==> config.mk <==
export PLATFORM = sky130hd
export DESIGN_NAME = tone_burst_gen
export DESIGN_NICKNAME = d
export VERILOG_FILES = /design/src/rtl/tone_pkg.sv /design/src/rtl/tone_osc.sv /design/src/rtl/tone_burst_gen.sv
export SDC_FILE = /design/constraint.sdc
export NUM_CORES = 1
export LEC_CHECK = 0
export CELL_PAD_IN_SITES_DETAIL_PLACEMENT = 1
export CELL_PAD_IN_SITES_GLOBAL_PLACEMENT = 2
export CORE_MARGIN = 2
export CORE_UTILIZATION = 30
export DETAILED_ROUTE_END_ITERATION = 6
export PLACE_DENSITY_LB_ADDON = 0.2
export SLEW_MARGIN = 20
export SYNTH_ARGS = -nofsm -noshare
export SYNTH_HDL_FRONTEND = slang
export SYNTH_SLANG_ARGS = --single-unit
==> constraint.sdc <==
create_clock -name clk -period 5.6 [get_ports clk]
set_clock_uncertainty 0.15 [all_clocks]
set_input_delay 0.84 -clock clk [delete_from_list [all_inputs] [get_ports clk]]
set_output_delay 0.84 -clock clk [all_outputs]
set_load 0.01 [all_outputs]
==> src/rtl/tone_pkg.sv <==
// Shared types and default widths for the tone/burst buzzer generator.
package tone_pkg;

    localparam int DEF_DIV_W = 26;
    localparam int DEF_CAD_W = 24;
    localparam int DEF_CNT_W = 8;

    typedef enum logic [1:0] {
        IDLE = 2'd0,
        ON   = 2'd1,
        OFF  = 2'd2
    } state_e;

    typedef enum logic {
        MODE_CONT  = 1'b0,
        MODE_BURST = 1'b1
    } mode_e;

endpackage

==> src/rtl/tone_osc.sv <==
// Tone oscillator: half-period divider with toggle output, or (with
// TONE_BURST_DUTY_EN defined) a full-period counter with duty comparator.
// clr has priority over en and forces the counter and bz to zero.
module tone_osc
    import tone_pkg::*;
#(
    parameter int DIV_W = DEF_DIV_W
) (
    input  logic             clk,
    input  logic             rst,
    input  logic             clr,
    input  logic             en,
    input  logic [DIV_W-1:0] div,
`ifdef TONE_BURST_DUTY_EN
    input  logic [DIV_W:0]   duty,
`endif
    output logic             bz
);

`ifdef TONE_BURST_DUTY_EN
    logic [DIV_W:0] pcnt;
    logic [DIV_W:0] pcnt_nxt;
    logic [DIV_W:0] pmax;

    // Full period is 2*div+2 cycles, so the counter wraps at 2*div+1.
    assign pmax = {div, 1'b1};

    // Next value of the period counter, wrapping at the end of the period.
    always_comb begin
        pcnt_nxt = pcnt + 1'b1;
        if (pcnt == pmax) begin
            pcnt_nxt = {(DIV_W+1){1'b0}};
        end
    end

    // Period counter and registered duty comparison.
    always_ff @(posedge clk or posedge rst) begin
        if (rst) begin
            pcnt <= '0;
            bz   <= 1'b0;
        end else if (clr) begin
            pcnt <= '0;
            bz   <= 1'b0;
        end else if (en) begin
            pcnt <= pcnt_nxt;
            bz   <= (pcnt_nxt < duty);
        end
    end
`else
    logic [DIV_W-1:0] cnt;

    // Half-period counter; bz toggles each time it reaches div.
    always_ff @(posedge clk or posedge rst) begin
        if (rst) begin
            cnt <= '0;
            bz  <= 1'b0;
        end else if (clr) begin
            cnt <= '0;
            bz  <= 1'b0;
        end else if (en) begin
            if (cnt == div) begin
                cnt <= '0;
                bz  <= ~bz;
            end else begin
                cnt <= cnt + 1'b1;
            end
        end
    end
`endif

endmodule

==> src/rtl/tone_burst_gen.sv <==
// Buzzer tone generator with optional on/off burst cadence and a
// start/stop/done handshake. Optional duty control is enabled by defining
// TONE_BURST_DUTY_EN, which adds the duty input latched at start.
module tone_burst_gen
    import tone_pkg::*;
#(
    parameter int DIV_W = DEF_DIV_W,
    parameter int CAD_W = DEF_CAD_W,
    parameter int CNT_W = DEF_CNT_W
) (
    input  logic             clk,
    input  logic             rst,
    input  logic             start,
    input  logic             stop,
    input  logic             mode,
    input  logic [DIV_W-1:0] div,
    input  logic [CAD_W-1:0] on_len,
    input  logic [CAD_W-1:0] off_len,
    input  logic [CNT_W-1:0] count,
`ifdef TONE_BURST_DUTY_EN
    input  logic [DIV_W:0]   duty,
`endif
    output logic             bz,
    output logic             busy,
    output logic             done
);

    state_e           state;
    mode_e            mode_sh;
    logic [DIV_W-1:0] div_sh;
    logic [CAD_W-1:0] on_sh;
    logic [CAD_W-1:0] off_sh;
    logic [CNT_W-1:0] count_sh;
`ifdef TONE_BURST_DUTY_EN
    logic [DIV_W:0]   duty_sh;
`endif
    logic [CAD_W-1:0] cad;
    logic [CNT_W-1:0] bursts;
    logic [CNT_W-1:0] bursts_inc;
    logic             on_end;
    logic             last_burst;
    logic             osc_clr;
    logic             osc_en;

    // Phase-end and completion decode for the burst cadence.
    always_comb begin
        bursts_inc = bursts + 1'b1;
        on_end     = (state == ON) && (mode_sh == MODE_BURST) && (cad == on_sh);
        last_burst = on_end && (count_sh != '0) && (bursts_inc == count_sh);
        // The oscillator only runs in ON; every phase boundary restarts it at 0.
        osc_clr    = (state != ON) || stop || on_end;
        osc_en     = (state == ON);
    end

    // Control FSM with cadence and burst counters; stop overrides everything.
    always_ff @(posedge clk or posedge rst) begin
        if (rst) begin
            state    <= IDLE;
            mode_sh  <= MODE_CONT;
            div_sh   <= '0;
            on_sh    <= '0;
            off_sh   <= '0;
            count_sh <= '0;
`ifdef TONE_BURST_DUTY_EN
            duty_sh  <= '0;
`endif
            cad      <= '0;
            bursts   <= '0;
            busy     <= 1'b0;
            done     <= 1'b0;
        end else begin
            done <= 1'b0;
            if (stop) begin
                state  <= IDLE;
                cad    <= '0;
                bursts <= '0;
                busy   <= 1'b0;
            end else begin
                case (state)
                    IDLE: begin
                        if (start) begin
                            mode_sh  <= mode_e'(mode);
                            div_sh   <= div;
                            on_sh    <= on_len;
                            off_sh   <= off_len;
                            count_sh <= count;
`ifdef TONE_BURST_DUTY_EN
                            duty_sh  <= duty;
`endif
                            cad      <= '0;
                            bursts   <= '0;
                            state    <= ON;
                            busy     <= 1'b1;
                        end
                    end
                    ON: begin
                        if (mode_sh == MODE_BURST) begin
                            if (cad == on_sh) begin
                                cad <= '0;
                                // Saturate so an unlimited run never wraps.
                                if (bursts != '1) begin
                                    bursts <= bursts_inc;
                                end
                                if (last_burst) begin
                                    state  <= IDLE;
                                    busy   <= 1'b0;
                                    done   <= 1'b1;
                                    bursts <= '0;
                                end else if (off_sh == '0) begin
                                    state <= ON;
                                end else begin
                                    state <= OFF;
                                end
                            end else begin
                                cad <= cad + 1'b1;
                            end
                        end
                    end
                    OFF: begin
                        if (cad == off_sh) begin
                            cad   <= '0;
                            state <= ON;
                        end else begin
                            cad <= cad + 1'b1;
                        end
                    end
                    default: begin
                        state <= IDLE;
                        busy  <= 1'b0;
                    end
                endcase
            end
        end
    end

    tone_osc #(
        .DIV_W (DIV_W)
    ) u_osc (
        .clk  (clk),
        .rst  (rst),
        .clr  (osc_clr),
        .en   (osc_en),
        .div  (div_sh),
`ifdef TONE_BURST_DUTY_EN
        .duty (duty_sh),
`endif
        .bz   (bz)
    );

endmodule

# --- Word level (Yosys, flattened, before mapping) ---
# Cells that the tools add are included.
word_totals:
  elab_cells: 89
  input_bits: 87
  ff_bits: 146
  output_inout_bits: 3
classes:
  n_addsub: 3
  reduce_logical: 19
  bitwise_logic: 2
  n_eq_ne: 15
  muxes: 38
ops:
  columns: ["operator", "count"]
  rows:
  - ["$mux 24", 5]
  - ["$mux 26", 3]
  - ["$pmux 24 s3", 1]
  - ["$eq 24x24->1", 2]
  - ["$mux 8", 6]
  - ["$add 26x1->26 const B", 1]
  - ["$eq 26x26->1", 1]
  - ["$add 24x1->24 const B", 1]
  - ["$logic_not 24->1", 1]
  - ["$pmux 8 s2", 1]
  - ["$mux 2", 7]
  - ["$mux 1", 13]
  - ["$ne 3x3->1 const B", 4]
  - ["$reduce_and 5->1", 2]
  - ["$add 8x1->8 const B", 1]
  - ["$eq 8x8->1", 1]
  - ["$ne 8x8->1 const B", 1]
  - ["$reduce_bool 8->1", 1]
  - ["$pmux 2 s3", 1]
  - ["$reduce_and 3->1", 2]
  - ["$logic_and 1x1->1", 4]
  - ["$ne 4x3->1 const B", 1]
  - ["$reduce_and 4->1", 1]
  - ["$reduce_bool 2->1", 2]
  - ["other kinds (12)", 14]

# --- Depth between registers and ports, before layout ---
# Gate-level depths: netlist of run 1.
depth:
  depth_word: 10
  ltp_mapped: 10
  depth_no_buf: 9

# --- Cells and area by module ---
# Synthesis of run 1 repeated with hierarchy kept, for this count alone.
unflattened:
  cells_unflattened: 724
  area_unflattened_um2: 7878.8
modules_own_cells:
  columns: ["module", "seq_area_each_um2", "area_each_um2", "n_inst", "cells_per_inst"]
  rows:
  - ["tone_burst_gen", 2977.9, 6217.2, 1, 552]
  - ["tone_osc", 675.6, 1661.6, 1, 172]

# --- Worst setup path before layout of run 1 ---
# No wires, ideal clock.
synth_timing:
  kind: "input-to-reg"
  startpoint: "input port stop"
  endpoint: "register count_sh[0]"
  stages: 6
  arrival_time_ps: 2250
  n_path_buf: 3
  required_ps: 5325
  path_slack_ps: 3075
  cell_sequence: "buf_2 > inv_1 > nand3_1 > clkbuf_1 > clkbuf_1 > mux2_2"
synth_between:
  elab_chain_cells: 2
synth_rtl:
  columns: ["item", "line", "text"]
  rows:
  - ["from (decl)", "tone_burst_gen.sv:14", "input logic stop,"]
  - ["$not 1->1 (no line)", null, null]
  - ["$reduce_and 3->1 (no line)", null, null]
  - ["to (signal assigned)", "tone_burst_gen.sv:86", "count_sh <= count;"]
  - ["to (decl)", "tone_burst_gen.sv:33", "logic [CNT_W-1:0] count_sh;"]
# Every way passes these cells.
# A chain may end at the register's enable or synchronous reset.

# --- Final worst setup path of run 1 ---
layout_timing:
  startpoint: "input port stop"
  endpoint: "register off_sh[17]"
layout_between:
  elab_chain_cells: 2
layout_rtl:
  columns: ["item", "line", "text"]
  rows:
  - ["$not 1->1 (no line)", null, null]
  - ["$reduce_and 3->1 (no line)", null, null]
  - ["to (signal assigned)", "tone_burst_gen.sv:85", "off_sh <= off_len;"]
  - ["to (decl)", "tone_burst_gen.sv:32", "logic [CAD_W-1:0] off_sh;"]
# Every way passes these cells.

==> results of run 1 <==
cell families after synthesis:
kind of cell | count (synthesis) | share of synthesized area [%]
flip-flops | 146 | 48.9
AO/OA/AOI/OAI | 47 | 4.44
XOR/XNOR | 124 | 14.5
multiplexers | 88 | 13.2
AND/OR/NAND/NOR | 220 | 15.1
buffers and inverters | 40 | 2.58
adder cells (fa/ha/maj) | 7 | 1.17
stage by stage:
step	total power, uW	area (sq um)
after floorplan	2450	7470
final	3920	9250
after detailed placement	2820	8660
after global routing	4170	9250
after CTS	3990	9250
after global placement	2770	8660
flip-flops by register name, indices dropped and copies added, names as in the netlist:
signal / cells
on_sh: 24
state: 2
cad: 24
u_osc.cnt: 26
done: 1
bursts: 8
u_osc.bz: 1
busy: 1
div_sh: 26
mode_sh: 1
count_sh: 8
off_sh: 24
final cells by class:
| type | instances | area (sq um) | area share [%] |
|---|---|---|---|
| clock buffers | 17 | 425 | 4.60 |
| clock inverters | 15 | 161 | 1.75 |
| inverters | 11 | 46.3 | 0.501 |
| multi-input cells | 486 | 3630 | 39.3 |
| flip-flops and latches | 146 | 3650 | 39.5 |
| well taps | 324 | 405 | 4.38 |
| repair buffers | 93 | 921 | 9.96 |
routing by layer:
layer | up-vias | share of wire [%] | GRT usage, %
met3 | 18 | 3.5 | 3.09
met5 | - | 0 | 0
met4 | 0 | 1.4 | 4.63
li1 | 2490 | - | -
met2 | 78 | 47 | 24.3
met1 | 2636 | 49 | 21.5
critical path, delay by kind of cell:
family | cells | cell delay (ns)
buffers and inverters | 3 | 1.45
multiplexers | 1 | 0.32
AND/OR/NAND/NOR | 1 | 0.68
layout by cell type, fill, tap and decap left out, types with 2 or more instances in the layout:
master,instances
inv_6,5
clkdlybuf4s50_1,89
clkinvlp_4,2
nor4_1,17
a31o_2,2
mux2i_1,5
a21o_1,4
or2_2,2
or3_1,2
nor3_1,3
nor2_1,67
nand2_1,30
xor2_1,53
a31oi_1,2
and4_1,4
inv_1,10
o2bb2ai_1,2
xnor2_1,71
inv_8,6
nor4b_1,3
and3_1,20
nand4_1,23
nand2b_1,6
buf_4,4
o21ai_0,10
a21oi_1,12
and2_1,3
mux2_2,83
nor2b_1,3
clkbuf_16,17
ha_1,7
nand3_1,31
dfrtp_1,146
power breakdown:
part / switching [uW] / total, uW / internal [uW]
registers: 326 / 1700 / 1380
clock network: 517 / 1150 / 634
logic: 470 / 1070 / 598
how the worst max path moves through the flow:
stage	start	to	slack (ns)	depth (start not counted)
floorplan	rst	bursts[0]	0.69	1
global placement	stop	div_sh[12]	2.07	5
detailed placement	stop	div_sh[13]	1.96	5
CTS	stop	off_sh[17]	2.42	5
global route	stop	off_sh[17]	2.27	5
finish	stop	off_sh[17]	2.45	5
==> reports/metrics.yaml, run 1 <==
sta:
  min_period_ns: 3.15
  setup_tns_ns: 0
  slew_viol_final: 0
  setup_slack_ns: 2.45
  fmax_ghz: 0.317
  setup_viol: 0
  hold_viol_final: 0
  post-route-period-util_pct: 56.3
  max_slew_margin_pct: 43.6
  holdWs_ns: 0.344
  worst_pin_slew_ns: 0.847
  rsz0062_at_grt: "no"
hold_path:
  hp-start: "busy"
  min_to: "busy"
  holdPathStages: 1
  hold_class: "reg -> reg"
clock_tree:
  cts_max_level: 4
  cts.sinks: 146
  cts.clk_slew.worst_paths_ns: 0.06
  cts_resized: 0
  clock_latency_ns: 0.44
  cts_buffers: 17
  cts_tree: "yes"
  hold_buffers: 0
  cts_root_buffer: "clkbuf_16"
  clock_path_buffers: 2
  postCtsSetupBuffers: 0
detailed_routing:
  vias: 5222
  drtAntennaViolNets: 0
  wire_per_inst_um: 17.4
  drtPass1Iterations: 4
  wirelength_um: 19000
  via_per_inst: 4.78
  drc: 0
  first_iter_violations: 157
grt:
  antenna_found_initial: 0
  grt_pass1_wl_um: 31600
  overflow: 0
  grt_start_max_net_pins: 71
  grt_util_all_layers_pct: 15.4
  grt_pass1_vias: 5801
critical_path:
  crit_fanout: 57
  r2r_slack_ns: 2.65
  startpoint_type: "input pin"
  regToRegEndpoint: "cad[18]"
  cpPeakStageDelay_ns: 0.68
  endpoint_kind: "flip-flop"
  required_ns: 5.76
  r2r-start: "cad[18]"
  critical_path.slowest_cell: "nand3_4"
  worstRegToRegCells: 7
  cp_data_arrival_time_ns: 3.31
  crit_chain: "clkdlybuf4s50_1 -> inv_1 -> nand3_4 -> buf_4 -> mux2_2"
  critPathKind: "in -> reg"
power:
  power_leakage_uw: 0.00370
  vdd_ir_drop_max_mv: 0.192
  powerDensity_mw_per_mm2: 424
logic_synthesis:
  syn_nets: 766
  ys_types: 53
  synthFlopType: "dfrtp_1"
  ys_top_cells_by_area: "dfrtp_1, mux2_2, xnor2_1, xor2_1, nor2_1"
  yosys.area.top_type_share_pct: 48.9
  synthTopCellsByCount: "dfrtp_1, mux2_2, xnor2_1"
  async_flop_share_pct: 100
  yosys.area.top_type: "dfrtp_1"
  ys_seq_elements: 146
  yosys_warnings: 0
  yosysMostFrequentCell: "dfrtp_1"
  syn-instance-count: 672
  ys_seq_area_share_pct: 48.9
  syn_area_sq_mm: 0.00747
  post_synth.cell_area_avg_sq_um: 11.1
  synth_edf_count: 0
die:
  die-area_sq_mm: 0.0262
  die_w_um: 162
  io-pin-count: 90
  die_h_um: 162
  initial_utilization_pct: 30.6
  coreArea_sq_mm: 0.0244
  num_rows: 57
place:
  dp.cells: 1060
  hpwlAfterDp_um: 14300
  gp_congestion: 0.817
  io_buffers: 89
  pre_cts_ws_ns: 1.96
layout:
  fin_nets: 849
  utilization_pct: 37.9
  fin_cells: 1092
  drive_gt1_share_pct: 16.8
  antennaDiodeCount: 0
  fillers: 2670
  area_growth_pct: 23.8
run:
  cap_violations: 0
outcome:
  status: "finished clean"
Note: power is estimated with default switching activity, not from simulation.
==> inputs of run 2 (changes only) <==
- clock period: 5.6 -> 3.2 ns (I/O delays scaled with it)
==> run 2 against run 1 <==
  * Combinational power is 79% higher
  * Critical path depth is 4 higher
  * Flip-flop and latch count stayed put
  * Core utilization is 0.45 points higher
  * Wire length is 3.5% higher
  * Critical path type is now reg -> reg
==> reports/metrics.yaml, run 2 (synthesis results as in run 1) <==
outcome:
  status: "finished clean"
detailed_routing:
  wirelength_um: 19700
  drtPass1Iterations: 4
  via_per_inst: 4.74
  wire_per_inst_um: 17.9
  first_iter_violations: 161
  drtAntennaViolNets: 0
  vias: 5205
  drc: 0
layout:
  top_regs: "div_sh x26, u_osc.cnt x26"
  drive_gt1_share_pct: 17.3
  fin_nets: 854
  final_common_cell: "dfrtp_1"
  area_growth_pct: 25.3
  design_area_sq_mm: 0.00936
  antennaDiodeCount: 0
  final_cell_mix: "dfrtp_1, clkdlybuf4s50_1, mux2_2"
power:
  vdd_ir_drop_max_mv: 0.336
  powerDensity_mw_per_mm2: 746
  power_leakage_uw: 0.00376
critical_path:
  critPathKind: "reg -> reg"
  cpPeakStageDelay_ns: 0.47
  cp_data_arrival_time_ns: 2.99
  r2r_slack_ns: 0.38
  endpoint_kind: "flip-flop"
  regToRegEndpoint: "bursts[1]"
  required_ns: 3.38
  startpoint: "bursts[0]"
  crit_chain: "ha_1 -> and3_1 -> and4_1 -> o21ai_0 -> nor4b_1 -> a31oi_1 -> buf_4 -> nand3_1 -> o22ai_1"
  critical_path.slowest_cell: "a31oi_1"
  worstRegToRegCells: 9
  crit_fanout: 8
  startpoint_type: "flip-flop"
  r2r-start: "bursts[0]"
clock_tree:
  clock_latency_ns: 0.43
  cts_buffers: 17
  cts.clk_slew.worst_paths_ns: 0.07
  postCtsSetupBuffers: 0
  hold_buffers: 0
  cts_resized: 0
  cts_tree: "yes"
  cts_max_level: 4
  cts_root_buffer: "clkbuf_16"
  cts.sinks: 146
  clock_path_buffers: 2
grt:
  grt_pass1_wl_um: 32100
  grt_start_max_net_pins: 88
  grt_util_all_layers_pct: 15.7
  grt_pass1_vias: 5829
  gr-usage-met2_pct: 24.7
  top_usage_layer: "met2"
  antenna_found_initial: 0
  met1_usage_pct: 22.5
  overflow: 0
  use_met3_pct: 3.37
place:
  gp_congestion: 0.829
  pre_cts_ws_ns: 0.364
  hpwlAfterDp_um: 14700
  io_buffers: 89
  place_area_sq_mm: 0.00875
sta:
  rsz0062_at_grt: "no"
  post-route-period-util_pct: 88.1
  min_period_ns: 2.82
  holdWs_ns: 0.369
  fmax_ghz: 0.355
  setup_slack_ns: 0.382
  slew_viol_final: 0
  setup_viol: 0
  worst_pin_slew_ns: 0.566
  hold_viol_final: 0
  setup_tns_ns: 0
  max_slew_margin_pct: 62.1
die:
  initial_utilization_pct: 30.6
  die_w_um: 162
  die_h_um: 162
  die-area_sq_mm: 0.0262
  coreArea_sq_mm: 0.0244
  num_rows: 57
  io-pin-count: 90
run:
  cap_violations: 0
hold_path:
  hold_class: "in -> async"
[run 2: how the worst max path moves through the flow]
stage / endpoint
after CTS: bursts[1]
after floorplan: bursts[0]
after global routing: bursts[0]
after detailed placement: cad[17]
after global placement: cad[17]
final: bursts[1]
[run 2: critical path: cells and delay by family, from the launching register on]
family                     cells  cell delay, ns
buffers and inverters          1            0.26
and+or+nand+nor                4            0.66
DFF                            1            0.46
adders and majority gates      1            0.32
AOI/OAI and AO/OA              3            0.87
[run 2: final cells by class]
type / instances / area [sq um]
fillers: 2664 / 15000
flip-flops and latches: 146 / 3650
multi-input cells: 486 / 3630
repair buffers: 98 / 1010
clock buffers: 17 / 425
well taps: 324 / 405
clock inverters: 15 / 185
inverters: 11 / 45.0
[run 2: where the power goes]
part           leakage, uW  internal, uW  switching (uW)  total, uW
Clock             0.000299          1190             896       2090
Sequential         0.00185          2410             566       2980
Combinational      0.00161          1080             842       1920
Total              0.00376          4680            2300       6980
[run 2: through the flow]
step / std cells / total power [uW] / utilization (%)
after CTS: 1097 / 7100 / 38.4
after global placement: 1065 / 4880 / 35.9
after global routing: 1097 / 7420 / 38.4
after detailed placement: 1065 / 4970 / 35.9
after floorplan: 672 / 4300 / -
final: 1097 / 6980 / 38.4
[run 2: per-layer routing]
metal | routed length [um] | part of all wire [%] | vias up
li1 | - | - | 2511
met2 | 9010 | 46 | 75
met1 | 10000 | 51 | 2613
met3 | 562 | 2.9 | 6
met5 | 0 | 0 | -
met4 | 92 | 0.47 | 0
